<file path="src/rtl/lut3_cfg_ctrl.sv">
`default_nettype none
// ============================================================================
// Module   : lut3_cfg_ctrl
// Purpose  : Configuration sequencer for a 3-input serial-load LUT. Accepts an
//            8-bit truth table over valid/ready, shifts it into the LUT config
//            port, optionally sweeps all 8 select codes comparing z against
//            the table, and passes user selects through while idle.
// Ports    : clk, rst_n              - clock, async active-low reset
//            cfg_valid/ready/data   - truth-table load handshake
//            verify_en              - run readback verify after the load
//            usr_a/b/c              - user selects (used only in IDLE)
//            lut_en/s/a/b/c, lut_z  - LUT config / select / output
//            busy, done, pass       - status
//            mismatch[7:0]          - per-entry verify failure mask
// Revision : 1.0  initial release
// ============================================================================
module lut3_cfg_ctrl #(
  parameter int MSB_FIRST = 1,
  parameter int RD_LAT    = 1
) (
  input  logic       clk,
  input  logic       rst_n,
  input  logic       cfg_valid,
  output logic       cfg_ready,
  input  logic [7:0] cfg_data,
  input  logic       verify_en,
  input  logic       usr_a,
  input  logic       usr_b,
  input  logic       usr_c,
  output logic       lut_en,
  output logic       lut_s,
  output logic       lut_a,
  output logic       lut_b,
  output logic       lut_c,
  input  logic       lut_z,
  output logic       busy,
  output logic       done,
  output logic       pass,
  output logic [7:0] mismatch
);

  localparam logic [1:0] c_idle   = 2'd0;
  localparam logic [1:0] c_shift  = 2'd1;
  localparam logic [1:0] c_verify = 2'd2;
  localparam logic [1:0] c_done   = 2'd3;

  localparam logic [1:0] c_rd_lat = RD_LAT[1:0];

  logic [1:0] r_state;
  logic [2:0] r_cnt;
  logic [1:0] r_lat;
  logic [2:0] r_sel;
  logic [7:0] r_table;
  logic       r_verify;
  logic       r_en;
  logic       r_s;
  logic       r_busy;
  logic       r_done;
  logic       r_pass;
  logic [7:0] r_mismatch;
  logic [7:0] w_mm_next;
  logic       w_idle;

  // Table bit shifted out at shift position n.
  function automatic logic [2:0] f_pos(input logic [2:0] n);
    return (MSB_FIRST != 0) ? (3'd7 - n) : n;
  endfunction

  // Mismatch mask including the sample taken this cycle, so the final entry
  // is already reflected in pass when DONE is entered.
  always_comb begin
    w_mm_next        = r_mismatch;
    w_mm_next[r_sel] = (lut_z != r_table[r_sel]);
  end

  always_ff @(posedge clk or negedge rst_n) begin
    if (!rst_n) begin
      r_state    <= c_idle;
      r_cnt      <= 3'd0;
      r_lat      <= 2'd0;
      r_sel      <= 3'd0;
      r_table    <= 8'd0;
      r_verify   <= 1'b0;
      r_en       <= 1'b0;
      r_s        <= 1'b0;
      r_busy     <= 1'b0;
      r_done     <= 1'b0;
      r_pass     <= 1'b0;
      r_mismatch <= 8'd0;
    end else begin
      r_done <= 1'b0;
      case (r_state)
        c_idle: begin
          if (cfg_valid) begin
            r_table    <= cfg_data;
            r_verify   <= verify_en;
            r_pass     <= 1'b0;
            r_mismatch <= 8'd0;
            r_cnt      <= 3'd0;
            r_sel      <= 3'd0;
            r_en       <= 1'b1;
            // First serial bit must be on lut_s in the first SHIFT cycle.
            r_s        <= cfg_data[f_pos(3'd0)];
            r_busy     <= 1'b1;
            r_state    <= c_shift;
          end
        end
        c_shift: begin
          if (r_cnt == 3'd7) begin
            r_en  <= 1'b0;
            r_s   <= 1'b0;
            r_cnt <= 3'd0;
            if (r_verify) begin
              r_sel   <= 3'd0;
              r_lat   <= 2'd0;
              r_state <= c_verify;
            end else begin
              r_done     <= 1'b1;
              r_pass     <= 1'b1;
              r_mismatch <= 8'd0;
              r_state    <= c_done;
            end
          end else begin
            r_cnt <= r_cnt + 3'd1;
            r_s   <= r_table[f_pos(r_cnt + 3'd1)];
          end
        end
        c_verify: begin
          if (r_lat == c_rd_lat) begin
            r_mismatch <= w_mm_next;
            r_lat      <= 2'd0;
            if (r_sel == 3'd7) begin
              r_done  <= 1'b1;
              r_pass  <= (w_mm_next == 8'd0);
              r_sel   <= 3'd0;
              r_state <= c_done;
            end else begin
              r_sel <= r_sel + 3'd1;
            end
          end else begin
            r_lat <= r_lat + 2'd1;
          end
        end
        c_done: begin
          r_busy  <= 1'b0;
          r_state <= c_idle;
        end
        default: r_state <= c_idle;
      endcase
    end
  end

  assign w_idle    = (r_state == c_idle);
  assign cfg_ready = w_idle;
  assign lut_en    = r_en;
  assign lut_s     = r_s;
  assign lut_a     = w_idle ? usr_a : r_sel[2];
  assign lut_b     = w_idle ? usr_b : r_sel[1];
  assign lut_c     = w_idle ? usr_c : r_sel[0];
  assign busy      = r_busy;
  assign done      = r_done;
  assign pass      = r_pass;
  assign mismatch  = r_mismatch;

endmodule
`default_nettype wire

</file>
<file path="config.mk">
export PLATFORM = sky130hd
export DESIGN_NAME = lut3_cfg_ctrl
export DESIGN_NICKNAME = d
export VERILOG_FILES = /design/src/rtl/lut3_cfg_ctrl.sv
export SDC_FILE = /design/constraint.sdc
export NUM_CORES = 1
export LEC_CHECK = 0
export CORE_AREA = 2 2 69 71
export CTS_CLUSTER_DIAMETER = 30
export DETAILED_ROUTE_END_ITERATION = 8
export DIE_AREA = 0 0 71 73
export PLACE_DENSITY = 0.69
export SLEW_MARGIN = 30
export SYNTH_ARGS = -nofsm -noshare
export SYNTH_HDL_FRONTEND = slang
export SYNTH_SLANG_ARGS = --single-unit
</file>
<file path="constraint.sdc">
create_clock -name clk -period 2.36 [get_ports clk]
set_clock_uncertainty 0.2 [all_clocks]
set_input_delay 0.708 -clock clk [delete_from_list [all_inputs] [get_ports clk]]
set_output_delay 0.708 -clock clk [all_outputs]
set_load 0.005 [all_outputs]
</file>
==> impl_results.md, run 1 <==
* CTS Buf Count at 5
* Max Cap Viol at 0
* Dpl cells at 290
* Starting Density at 41.7%
* Final min period at 2.33 ns
* WL per Instance at 14.8 µm
* FF/Latch Area at 801 µm²
* Critical path data arrival time at 1.42 ns
* Clock sinks at 32
* I/O pins at 33
* Post-layout net count at 270
* CP peak stage delay at 0.39 ns
* Required @ worst endpoint at 1.45 ns
* Area delta synth->final at 34.4%
* Synth Warn # at 0
* Placed cell area at 0.00241 mm²
* Cell Area, Synth at 0.00189 mm²
* Pin count of the biggest net entering global routing at 33
* GR Util All Layers at 19.1%
* Core Rows at 25
* Pleak at 1.14 nW
* Yosys reg bits at 32
* Status: complete, no violations
* Top cell family by delay on the critical path: flip-flops
* Die area at 0.00518 mm²
* Largest area contributor in the netlist: dfrtp_1
* Fin area at 0.00254 mm²
* Syn Area/Cell at 10.0 µm²
* Maximum VDD drop at 0.550 mV
* Final setup viols at 0
* Htree depth at 2
* Global-route wire length before repair at 7.75 mm
* Final ANT Viol Nets at 0
* Clock root buffer: clkbuf_8
* Pwr/cell area at 1220 mW/mm²
* Routed vias/inst at 5.45
* Worst-Margin Slew at 0.417 ns
* Max-slew violations at 0
* Synth Instances at 189
* Rel. slew slack at 72.2%
* Synth top area cells: dfrtp_1 (42%), mux2_2 (7.7%), nand2_1 (5.6%)
* TritonRoute pass-1 iters at 4
* Post-DP HPWL at 3.24 mm
* Period utilization at 98.8%
* DRC at 0
* Grt total ovfl at 0
* Area of the core at 0.00454 mm²
* Commonest non-fill, non-tap cell in the layout: dfrtp_1
* Synth top area share at 42.4%
* Clock latency on the worst-skew pair at 0.29 ns
* Die height at 73 µm
* CP Class: reg -> out
* Most frequent cells in the layout: dfrtp_1 (32), nand2_1 (28), clkdlybuf4s50_1 (26), buf_4 (25), o21ai_0 (14)
* RSZ-0062 raised after global routing: true
* Worst-path clk slew at 0.07 ns
* Vias in the first global route at 1634
* Pre-CTS WS at -0.385 ns
* Critical-path cell list: inv_2, ha_4, buf_6, mux2_4, buf_6
* Syn Nets at 213
* Finished Layout Cells at 300
* Most frequently used flop master after synthesis: dfrtp_1
* Distinct cell type count after synthesis at 39
* Die X at 71 µm
* FFs w/ async S/R, synth at 100%
* TritonCTS clock tree: yes
* Fmax at 0.429 GHz
* CP max-delay cell: dfrtp_1
* Post-route setup slack at 0.0281 ns
* Setup crit start kind: register
* Clock Tree Buf Depth at 2
* EDFF count, synth at 0
* Placer Congestion at 0.839
* Antenna Diode Count at 0
* Setup crit end kind: primary output
* Initial antenna violation count at 0
* Post-CTS Hold Buffers at 0
* Fill count at 391
* Multi-input combinational cell area at 0.00106 mm²
* CP dominant cell by count: buf_6
* Total Wirelength at 4.43 mm
* DRT iter0 DRCs at 108
* Via Count at 1635
* Layout cells sized above 1 at 25.2%
* Final core utilization at 56.0%
* Fin. Hold Viols at 0
* CP Buf/Inv Count at 3
* Register area share after synthesis at 42.4%
* # port buffers at 32
* Worst-path fanout max at 2
* Hold crit path type: reg -> reg
[worst paths after layout]
check / start / to / slack [ns] / cells past startpoint
min reg2reg: r_cnt[2] / r_cnt[2] / 0.31 / 1
max reg2reg: r_state[1] / mismatch[6] / 0.07 / 10
min: r_cnt[2] / r_cnt[2] / 0.31 / 1
min in group asynchronous: rst_n / r_lat[0] / 0.62 / 2
max in group asynchronous: rst_n / r_table[7] / 1.03 / 2
max: r_state[1] / lut_b / 0.03 / 5
[state kept, by name, indices dropped and copies added, names as in the netlist]
signal and flops:
done 1, r_verify 1, r_state 2, r_sel 3
lut_s 1, busy 1, r_cnt 3, r_table 8
pass 1, r_lat 2, lut_en 1, mismatch 8
[routing by layer]
metal	part of all wire, %	wire length (µm)	vias up	GRT usage (%)
li1	-	-	806	-
met1	47	2080	785	25.0
met2	47	2090	36	30.8
met3	3.7	162	8	4.28
met4	2.1	95	0	7.55
met5	0	0	-	0
[area by class of cell]
type / count / share of cell area (%)
multi-input cells: 145 / 41.9
flip-flops and latches: 32 / 31.5
repair buffers: 58 / 20.2
clock buffers: 6 / 2.86
well taps: 54 / 2.66
inverters: 4 / 0.591
clock inverters: 1 / 0.197
[cell families (layout without fill, tap and decap cells)]
family / after synthesis / count (layout) / share of synthesized area, %
and+or+nand+nor: 62 / 62 / 15.4
AOI/OAI and AO/OA: 53 / 53 / 19.7
DFF: 32 / 32 / 42.4
muxes: 21 / 21 / 13.4
buffers and inverters: 12 / 69 / 2.91
adders and majority gates: 8 / 8 / 5.30
xor gates and xnor gates: 1 / 1 / 0.861
[repair_timing]
action / in CTS / in global routing
gates cloned: 0 / 0
buffers inserted: 2 / 1
gates resized for setup: 23 / 4
endpoints found under the setup margin: 11 / 11
pin swaps: 1 / 1
[per-stage QoR]
step	power (W)	TNS, ns	hold WS [ns]
2_1_floorplan	0.00192	0	0.212
3_3_place_gp	0.00254	-2.12	0.284
3_5_place_dp	0.00259	-2.37	0.298
4_1_cts	0.00306	0	0.312
5_1_grt	0.00336	-0.127	0.336
6_report	0.00309	0	0.309
[cells in the mapped netlist (3+ instances only)]
master    instances
o21ai_1           4
nand2b_1          6
inv_1             4
nor2b_1           3
a41o_1            5
nand2_1          28
mux2_2           13
nor2_1           11
a21oi_1           6
a22o_1            4
nor3_1            4
o21ai_0          14
ha_1              8
mux2i_1           4
dfrtp_1          32
o22ai_1           5
a21boi_0          7
clkbuf_1          5
[where the power goes]
group / internal [W] / switching (W) / total (W)
sequential: 0.000732 / 0.000154 / 0.000886
combinational: 0.000948 / 0.000861 / 0.00181
clock: 0.000200 / 0.000195 / 0.000395
total: 0.00188 / 0.00121 / 0.00309
(Power assumes the default switching activity.)
==> run 2: changes to the inputs <==
--- a/config.mk
+++ b/config.mk
@@ -6,7 +6,6 @@
 export NUM_CORES = 1
 export LEC_CHECK = 0
 export CORE_AREA = 2 2 69 71
-export CTS_CLUSTER_DIAMETER = 30
 export DETAILED_ROUTE_END_ITERATION = 8
 export DIE_AREA = 0 0 71 73
 export PLACE_DENSITY = 0.69
@@ -14,3 +13,4 @@
 export SYNTH_ARGS = -nofsm -noshare
 export SYNTH_HDL_FRONTEND = slang
 export SYNTH_SLANG_ARGS = --single-unit
+export TNS_END_PERCENT = 30
==> results of run 2 <==
Same layout as run 1: the final DEF is identical, and so are final timing and power.
==> run 3: changes to the inputs <==
--- a/config.mk
+++ b/config.mk
@@ -8,9 +8,9 @@
 export CORE_AREA = 2 2 69 71
 export DETAILED_ROUTE_END_ITERATION = 8
 export DIE_AREA = 0 0 71 73
+export GPL_TIMING_DRIVEN = 1
 export PLACE_DENSITY = 0.69
 export SLEW_MARGIN = 30
 export SYNTH_ARGS = -nofsm -noshare
 export SYNTH_HDL_FRONTEND = slang
 export SYNTH_SLANG_ARGS = --single-unit
-export TNS_END_PERCENT = 30
==> results of run 3 <==
Same layout as run 1: the final DEF is identical, and so are final timing and power.
